`config.mk`:
```
export PLATFORM = sky130hd
export DESIGN_NAME = uart_rx_ctrl
export DESIGN_NICKNAME = d
export VERILOG_FILES = /design/src/rtl/uart_pkg.sv /design/src/rtl/rx_bps_module.sv /design/src/rtl/uart_rx_ctrl.sv
export SDC_FILE = /design/constraint.sdc
export NUM_CORES = 1
export LEC_CHECK = 0
export ABC_AREA = 1
export ABC_CLOCK_PERIOD_IN_PS = 3000
export CAP_MARGIN = 20
export CORE_ASPECT_RATIO = 1.25
export CORE_MARGIN = 1.5
export CORE_UTILIZATION = 55
export CTS_CLUSTER_DIAMETER = 120
export CTS_CLUSTER_SIZE = 20
export DETAILED_ROUTE_END_ITERATION = 8
export PLACE_DENSITY = 0.86
export SETUP_SLACK_MARGIN = 0.05
export SLEW_MARGIN = 30
export SYNTH_ARGS = -nofsm -noshare
export SYNTH_HDL_FRONTEND = slang
export SYNTH_HIERARCHICAL = 1
export SYNTH_SLANG_ARGS = --single-unit
```
`constraint.sdc`:
```
create_clock -name CLK -period 3 [get_ports CLK]
set_input_delay 0.3 -clock CLK [delete_from_list [all_inputs] [get_ports CLK]]
set_output_delay 0.3 -clock CLK [all_outputs]
set_load 0.05 [all_outputs]
```
`src/rtl/uart_pkg.sv`:
```
// Constants and types shared by the UART RX and TX controllers.
package uart_pkg;

  localparam int unsigned CLK_HZ           = 50_000_000;
  localparam int unsigned BAUD_RATE        = 115_200;
  localparam int unsigned DEFAULT_BAUD_DIV = CLK_HZ / BAUD_RATE;
  localparam int unsigned DATA_BITS        = 8;

  typedef enum logic [1:0] {
    StIdle,
    StStart,
    StData,
    StStop
  } uart_state_e;

endpackage

```
`src/rtl/rx_bps_module.sv`:
```
// Baud-rate counter: runs while enabled and pulses smp at the mid-bit count.
module rx_bps_module
  import uart_pkg::*;
#(
  parameter int unsigned BAUD_DIV = DEFAULT_BAUD_DIV,
  parameter int unsigned HALF_DIV = BAUD_DIV / 2
) (
  input  logic CLK,
  input  logic RST,
  input  logic cnt_en,
  input  logic cnt_clr,
  output logic smp
);

  localparam int unsigned CntW = $clog2(BAUD_DIV);
  localparam logic [CntW-1:0] CntLast = CntW'(BAUD_DIV - 1);
  localparam logic [CntW-1:0] CntHalf = CntW'(HALF_DIV);

  logic [CntW-1:0] cnt_q, cnt_d;

  always_comb begin
    cnt_d = cnt_q;
    if (cnt_clr) begin
      cnt_d = '0;
    end else if (cnt_en) begin
      cnt_d = (cnt_q == CntLast) ? '0 : cnt_q + 1'b1;
    end
  end

  always_ff @(posedge CLK) begin
    if (RST) begin
      cnt_q <= '0;
    end else begin
      cnt_q <= cnt_d;
    end
  end

  assign smp = cnt_en && (cnt_q == CntHalf);

endmodule

```
`src/rtl/uart_rx_ctrl.sv`:
```
// UART receive controller: start-bit check, 8 data bits LSB-first, stop-bit check.
module uart_rx_ctrl
  import uart_pkg::*;
#(
  parameter int unsigned BAUD_DIV = DEFAULT_BAUD_DIV,
  parameter int unsigned HALF_DIV = BAUD_DIV / 2
) (
  input  logic       CLK,
  input  logic       RST,
  input  logic       neg_sig,
  input  logic       RX_Pin_In,
  input  logic       RX_En_Sig,
  output logic [7:0] RX_Data,
  output logic       RX_Done_Sig,
  output logic       Frame_Err
);

  uart_state_e state_q, state_d;
  logic [2:0]  bit_idx_q, bit_idx_d;
  logic [7:0]  shift_q, shift_d;
  logic [7:0]  data_q, data_d;
  logic        done_q, done_d;
  logic        err_q, err_d;
  logic        rx_meta_q, rx_s_q;
  logic        smp;
  logic        cnt_en;
  logic        cnt_clr;

  // Counter is held at zero in IDLE so START always begins at cnt == 0.
  assign cnt_en  = (state_q != StIdle);
  assign cnt_clr = (state_q == StIdle);

  rx_bps_module #(
    .BAUD_DIV (BAUD_DIV),
    .HALF_DIV (HALF_DIV)
  ) u_rx_bps (
    .CLK     (CLK),
    .RST     (RST),
    .cnt_en  (cnt_en),
    .cnt_clr (cnt_clr),
    .smp     (smp)
  );

  always_comb begin
    state_d   = state_q;
    bit_idx_d = bit_idx_q;
    shift_d   = shift_q;
    data_d    = data_q;
    done_d    = 1'b0;
    err_d     = 1'b0;
    unique case (state_q)
      StIdle: begin
        if (neg_sig && RX_En_Sig) begin
          state_d = StStart;
        end
      end
      StStart: begin
        if (smp) begin
          if (!rx_s_q) begin
            state_d   = StData;
            bit_idx_d = '0;
          end else begin
            state_d = StIdle;
          end
        end
      end
      StData: begin
        if (smp) begin
          shift_d[bit_idx_q] = rx_s_q;
          bit_idx_d          = bit_idx_q + 3'd1;
          if (bit_idx_q == 3'(DATA_BITS - 1)) begin
            state_d = StStop;
          end
        end
      end
      StStop: begin
        if (smp) begin
          state_d = StIdle;
          if (rx_s_q) begin
            data_d = shift_q;
            done_d = 1'b1;
          end else begin
            err_d = 1'b1;
          end
        end
      end
      default: state_d = StIdle;
    endcase
  end

  always_ff @(posedge CLK) begin
    if (RST) begin
      state_q   <= StIdle;
      bit_idx_q <= '0;
      shift_q   <= '0;
      data_q    <= '0;
      done_q    <= 1'b0;
      err_q     <= 1'b0;
      rx_meta_q <= 1'b1;
      rx_s_q    <= 1'b1;
    end else begin
      state_q   <= state_d;
      bit_idx_q <= bit_idx_d;
      shift_q   <= shift_d;
      data_q    <= data_d;
      done_q    <= done_d;
      err_q     <= err_d;
      rx_meta_q <= RX_Pin_In;
      rx_s_q    <= rx_meta_q;
    end
  end

  assign RX_Data     = data_q;
  assign RX_Done_Sig = done_q;
  assign Frame_Err   = err_q;

endmodule

```
# ---- After elaboration in Yosys (flattened, before gate mapping)
# Index checks and enable logic that the tools add are counted.
dict set report classes {
  addsub 2
  n_mul 0
  n_div 0
  magnitude_cmp 2
  n_eq_ne 12
  shift 0
  mux 17
  bitwise 2
  n_reduce_logical 12
}
# op n
set ops {}
lappend ops {{$mux W2} 6}
lappend ops {{$ne A2 B2 Y1 const B} 5}
lappend ops {{$add A9 B1 Y9 const B} 1}
lappend ops {{$eq A9 B8 Y1 const B} 1}
lappend ops {{$eq A9 B9 Y1 const B} 1}
lappend ops {{$mux W3} 3}
lappend ops {{$mux W9} 1}
lappend ops {{$bwmux W8} 1}
lappend ops {{$pmux W2 S4} 1}
lappend ops {{$pmux W3 S2} 1}
lappend ops {{$reduce_and A5 Y1} 1}
lappend ops {{$eq A2 B2 Y1 const B} 2}
lappend ops {{$lt A3 B4 Y1 const B} 1}
lappend ops {{$reduce_and A4 Y1} 1}
lappend ops {{$reduce_bool A2 Y1} 2}
lappend ops {{$add A3 B1 Y3 const B} 1}
lappend ops {{$demux W1 S3} 1}
lappend ops {{$eq A3 B3 Y1 const B} 1}
lappend ops {{$ge A3 B1 Y1 const B} 1}
lappend ops {{$logic_and A1 B1 Y1} 3}
lappend ops {{$mux W1} 3}
lappend ops {{$reduce_and A3 Y1} 1}
lappend ops {{$reduce_or A3 Y1} 1}
lappend ops {{$eq A2 B1 Y1 const B} 1}
lappend ops {{5 further kinds} 6}
dict set report totals {
  ff_bits 34
  latchBits 0
  mem_bits_rw 0
  mem_bits_ro 0
  output_inout_bits 10
  elab_cells 56
  memories 0
}

# ---- Depth between registers and ports, before layout
dict set report depth {
  ltp_word 5
  mapped_depth 13
  ltp_nobuf 11
}

# ---- Cells and area by module
# The synthesis kept the hierarchy.
# mod instances cells_per_inst area_per_inst_um2 seq_area_each_um2
set by_module_without_submodules {}
lappend by_module_without_submodules {uart_rx_ctrl 1 142 1092.3 500.5}
lappend by_module_without_submodules {rx_bps_module 1 76 528.0 180.2}

# ---- Worst setup path after synthesis
# No wires, ideal clock.
dict set report synth_path {
  path_kind {register -> register}
  startpoint {register with a tool-made name}
  endpoint {register shift_q[6]}
  setup_ns 0.113
  arrival_time_ns 2.064
  required_time_ns 2.887
  slack_ns 0.823
  stages_incl_launch_ff 14
  path_buffers 2
  period_less_slack_ns 2.177
  cell_sequence {dfxtp_1 > nor2_1 > inv_1 > buf_4 > inv_1 > nor2_1 > nand2_1 > nor3_1 > nand3_4 > buf_8 > nor2_4 > nand2_1 > nand2_1 > nor2_1}
}
# element line_no
set synth_rtl {}
lappend synth_rtl {{end signal: assignment} uart_rx_ctrl.sv:104} ;# shift_q <= shift_d;
lappend synth_rtl {{end: declaration} uart_rx_ctrl.sv:20} ;# logic [7:0] shift_q, shift_d;

==> flow_metrics.env <==
export IMPL_yosysSeqAreaShare=0.420
export IMPL_setup_viol_count_final=0
export IMPL_portBuffers=14
export IMPL_die_h_um=63.7
export IMPL_power_total_uw=833
export IMPL_design_core_area_um2=2730
export IMPL_post_drt_wl_per_cell_um=10.5
export IMPL_num_rows=21
export IMPL_max_freq_mhz=464
export IMPL_final_common_cell="nor2_1"
export IMPL_rr_worst_depth=12
export IMPL_dpl_cell_area_um2=1780
export IMPL_ir_worst_vdd_mv=0.378
export IMPL_grt_total_usage=0.215
export IMPL_yosys_warnings=6
export IMPL_post_route_cell_area_um2=1860
export IMPL_nNetsFinal=245
export IMPL_grt_start_max_net_pins=18
export IMPL_syn_num_nets=227
export IMPL_cts_tree="yes"
export IMPL_fin_cells=271
export IMPL_via_count=1367
export IMPL_initial_core_util=0.593
export IMPL_leakage_nw=0.681
export IMPL_clock_tree_buffer_depth=2
export IMPL_hpwl_um=2150
export IMPL_tightest_slew_ns=0.491
export IMPL_slowest_delay_ns=0.53
export IMPL_routed_top_layer="met4"
export IMPL_wl_met1_um=1170
export IMPL_path_depth=12
export IMPL_cts_sinks=34
export IMPL_syn2layout_area_growth_pct=14.5
export IMPL_grt_pass1_wl_um=5250
export IMPL_placed_cells=263
export IMPL_htree_levels=2
export IMPL_gr_total_overflow=0
export IMPL_final_cell_mix="nor2_1 (54), nand2_1 (43), dfxtp_1 (34)"
export IMPL_drt_first_pass_iters=4
export IMPL_cp_cell_sequence="nor2_1 > inv_1 > inv_1 > nor2_1 > nand2_1 > nor3_1 > buf_4 > nand3_4 > nor2_1 > nand2_1 > nand2_1 > nor2_1"
export IMPL_slew_headroom=0.671
export IMPL_cpMostUsedCell="nor2_1"
export IMPL_synthCells=218
export IMPL_cp_arrival_ns=2.41
export IMPL_ios=15
export IMPL_antenna_found_initial=0
export IMPL_maxCapViolations=0
export IMPL_holdBufCountCts=0
export IMPL_grt_setup_unrepaired="false"
export IMPL_post_cts_setup_buffers=0
export IMPL_layout_drive_gt1_share=0.131
export IMPL_status="finished, final reports clean"
export IMPL_hold_depth=1
export IMPL_cp_num_buf_inv=3
export IMPL_report_final_slew_viol_count=0
export IMPL_crit_family="simple AND/OR/NAND/NOR gates"
export IMPL_post_route_period_util=0.719
export IMPL_die_area_um2=3280
export IMPL_root_buffer="clkbuf_4"
export IMPL_min_path_type="flop to flop"
export IMPL_cts_inserted_buffers=5
export IMPL_tns_ns=0
export IMPL_grt_pass1_vias=1289
export IMPL_required_ns=3.25
export IMPL_wl_met2_um=1510
export IMPL_clkTransAtPathRegs_ns=0.10
export IMPL_via_per_inst=5.04
export IMPL_synth_seq_cells=34
export IMPL_synth_area_um2=1620
export IMPL_ant_nets=0
export IMPL_hold_viol=0
export IMPL_clock_latency_ns=0.35
export IMPL_hold_slack_ns=0.415
export IMPL_end_kind="flop"
export IMPL_drtIter0Drc=17
export IMPL_path_class="flop to flop"
export IMPL_crit_path_start_kind="flop"
export IMPL_wl_met3_um=88
export IMPL_wl_um=2850
export IMPL_diodes=0
export IMPL_timing_final_crit_period_ns=2.16
export IMPL_avgSynthCellArea_um2=7.43
export IMPL_die_width_um=51.5
export IMPL_cts_resized=0
export IMPL_p_per_area_nw_per_um2=449
export IMPL_drc_errors=0
export IMPL_synthDistinctLibCells=29
export IMPL_worst_clock_skew_ns=0.0109
export IMPL_cp_slowest_cell="dfxtp_1"
export IMPL_gp_congestion=0.825
export IMPL_critPathMaxFanout=12
per-layer routing:
| layer | GRT usage | up-vias |
|---|---|---|
| met2 | 0.380 | 18 |
| met5 | 0 | - |
| li1 | - | 723 |
| met3 | 0.0640 | 10 |
| met1 | 0.217 | 616 |
| met4 | 0.118 | 0 |
cell type report:
| class | instances | area, µm² |
|---|---|---|
| clock inverter | 3 | 40.0 |
| timing repair buffer | 15 | 148 |
| fill | 246 | 877 |
| sequential | 34 | 681 |
| multi-input combinational | 162 | 838 |
| tap | 34 | 42.5 |
| clock buffer | 5 | 37.5 |
| inverter | 18 | 68.8 |
registers in the layout, summed over array words and instances, names as in the netlist, named ones only:
register        flops
bit_idx_q           3
RX_Done_Sig         1
shift_q             8
RX_Data             8
rx_meta_q           1
u_rx_bps/cnt_q      9
rx_s_q              1
Frame_Err           1
state_q             1
Yosys cell counts (all sizes together):
library cell | n | area share
nor2 | 62 | 0.18
inv | 17 | 0.039
or2 | 3 | 0.012
nor3 | 1 | 0.0031
nand3b | 1 | 0.0046
clkinv | 1 | 0.0031
ha | 4 | 0.031
o21ai | 11 | 0.034
nand4 | 2 | 0.021
xor2 | 2 | 0.011
a21oi | 8 | 0.027
nand2 | 48 | 0.12
buf | 4 | 0.020
dfxtp | 34 | 0.42
nor4b | 1 | 0.0054
nand3 | 19 | 0.069
worst register-to-register path: stages (launching register included):
cell	delay, ns
dfxtp_1	0.53
nor2_1	0.11
inv_1	0.23
inv_1	0.11
nor2_1	0.09
nand2_1	0.05
nor3_1	0.16
buf_4	0.17
nand3_4	0.23
nor2_1	0.21
nand2_1	0.07
nand2_1	0.06
nor2_1	0.05
logic make-up after synthesis:
kind of cell	share of synthesized area
AO/OA/AOI/OAI	0.0610
XOR/XNOR	0.0108
adder cells (fa/ha/maj)	0.0309
buffers and inverters	0.0625
flip-flops	0.420
AND/OR/NAND/NOR	0.415
power by group:
part | total (mW) | internal [mW] | switching [mW]
combinational | 0.0474 | 0.0176 | 0.0298
clock | 0.326 | 0.172 | 0.153
sequential | 0.460 | 0.455 | 0.00522
total | 0.833 | 0.645 | 0.188
worst paths after layout:
kind,start,endpoint,slack [ns]
max,flop,shift_q[1],0.84
min,rx_meta_q,rx_s_q,0.42
max reg2reg,flop,shift_q[1],0.84
min reg2reg,rx_meta_q,rx_s_q,0.42
per-stage QoR:
step | utilization | setup slack [ns]
global route | 0.679 | 0.575
floorplan | - | 0.823
detailed placement | 0.651 | 0.838
CTS | 0.679 | 0.825
global placement | 0.651 | 0.928
finish | 0.679 | 0.843
Power figures use the tool's default switching activity.
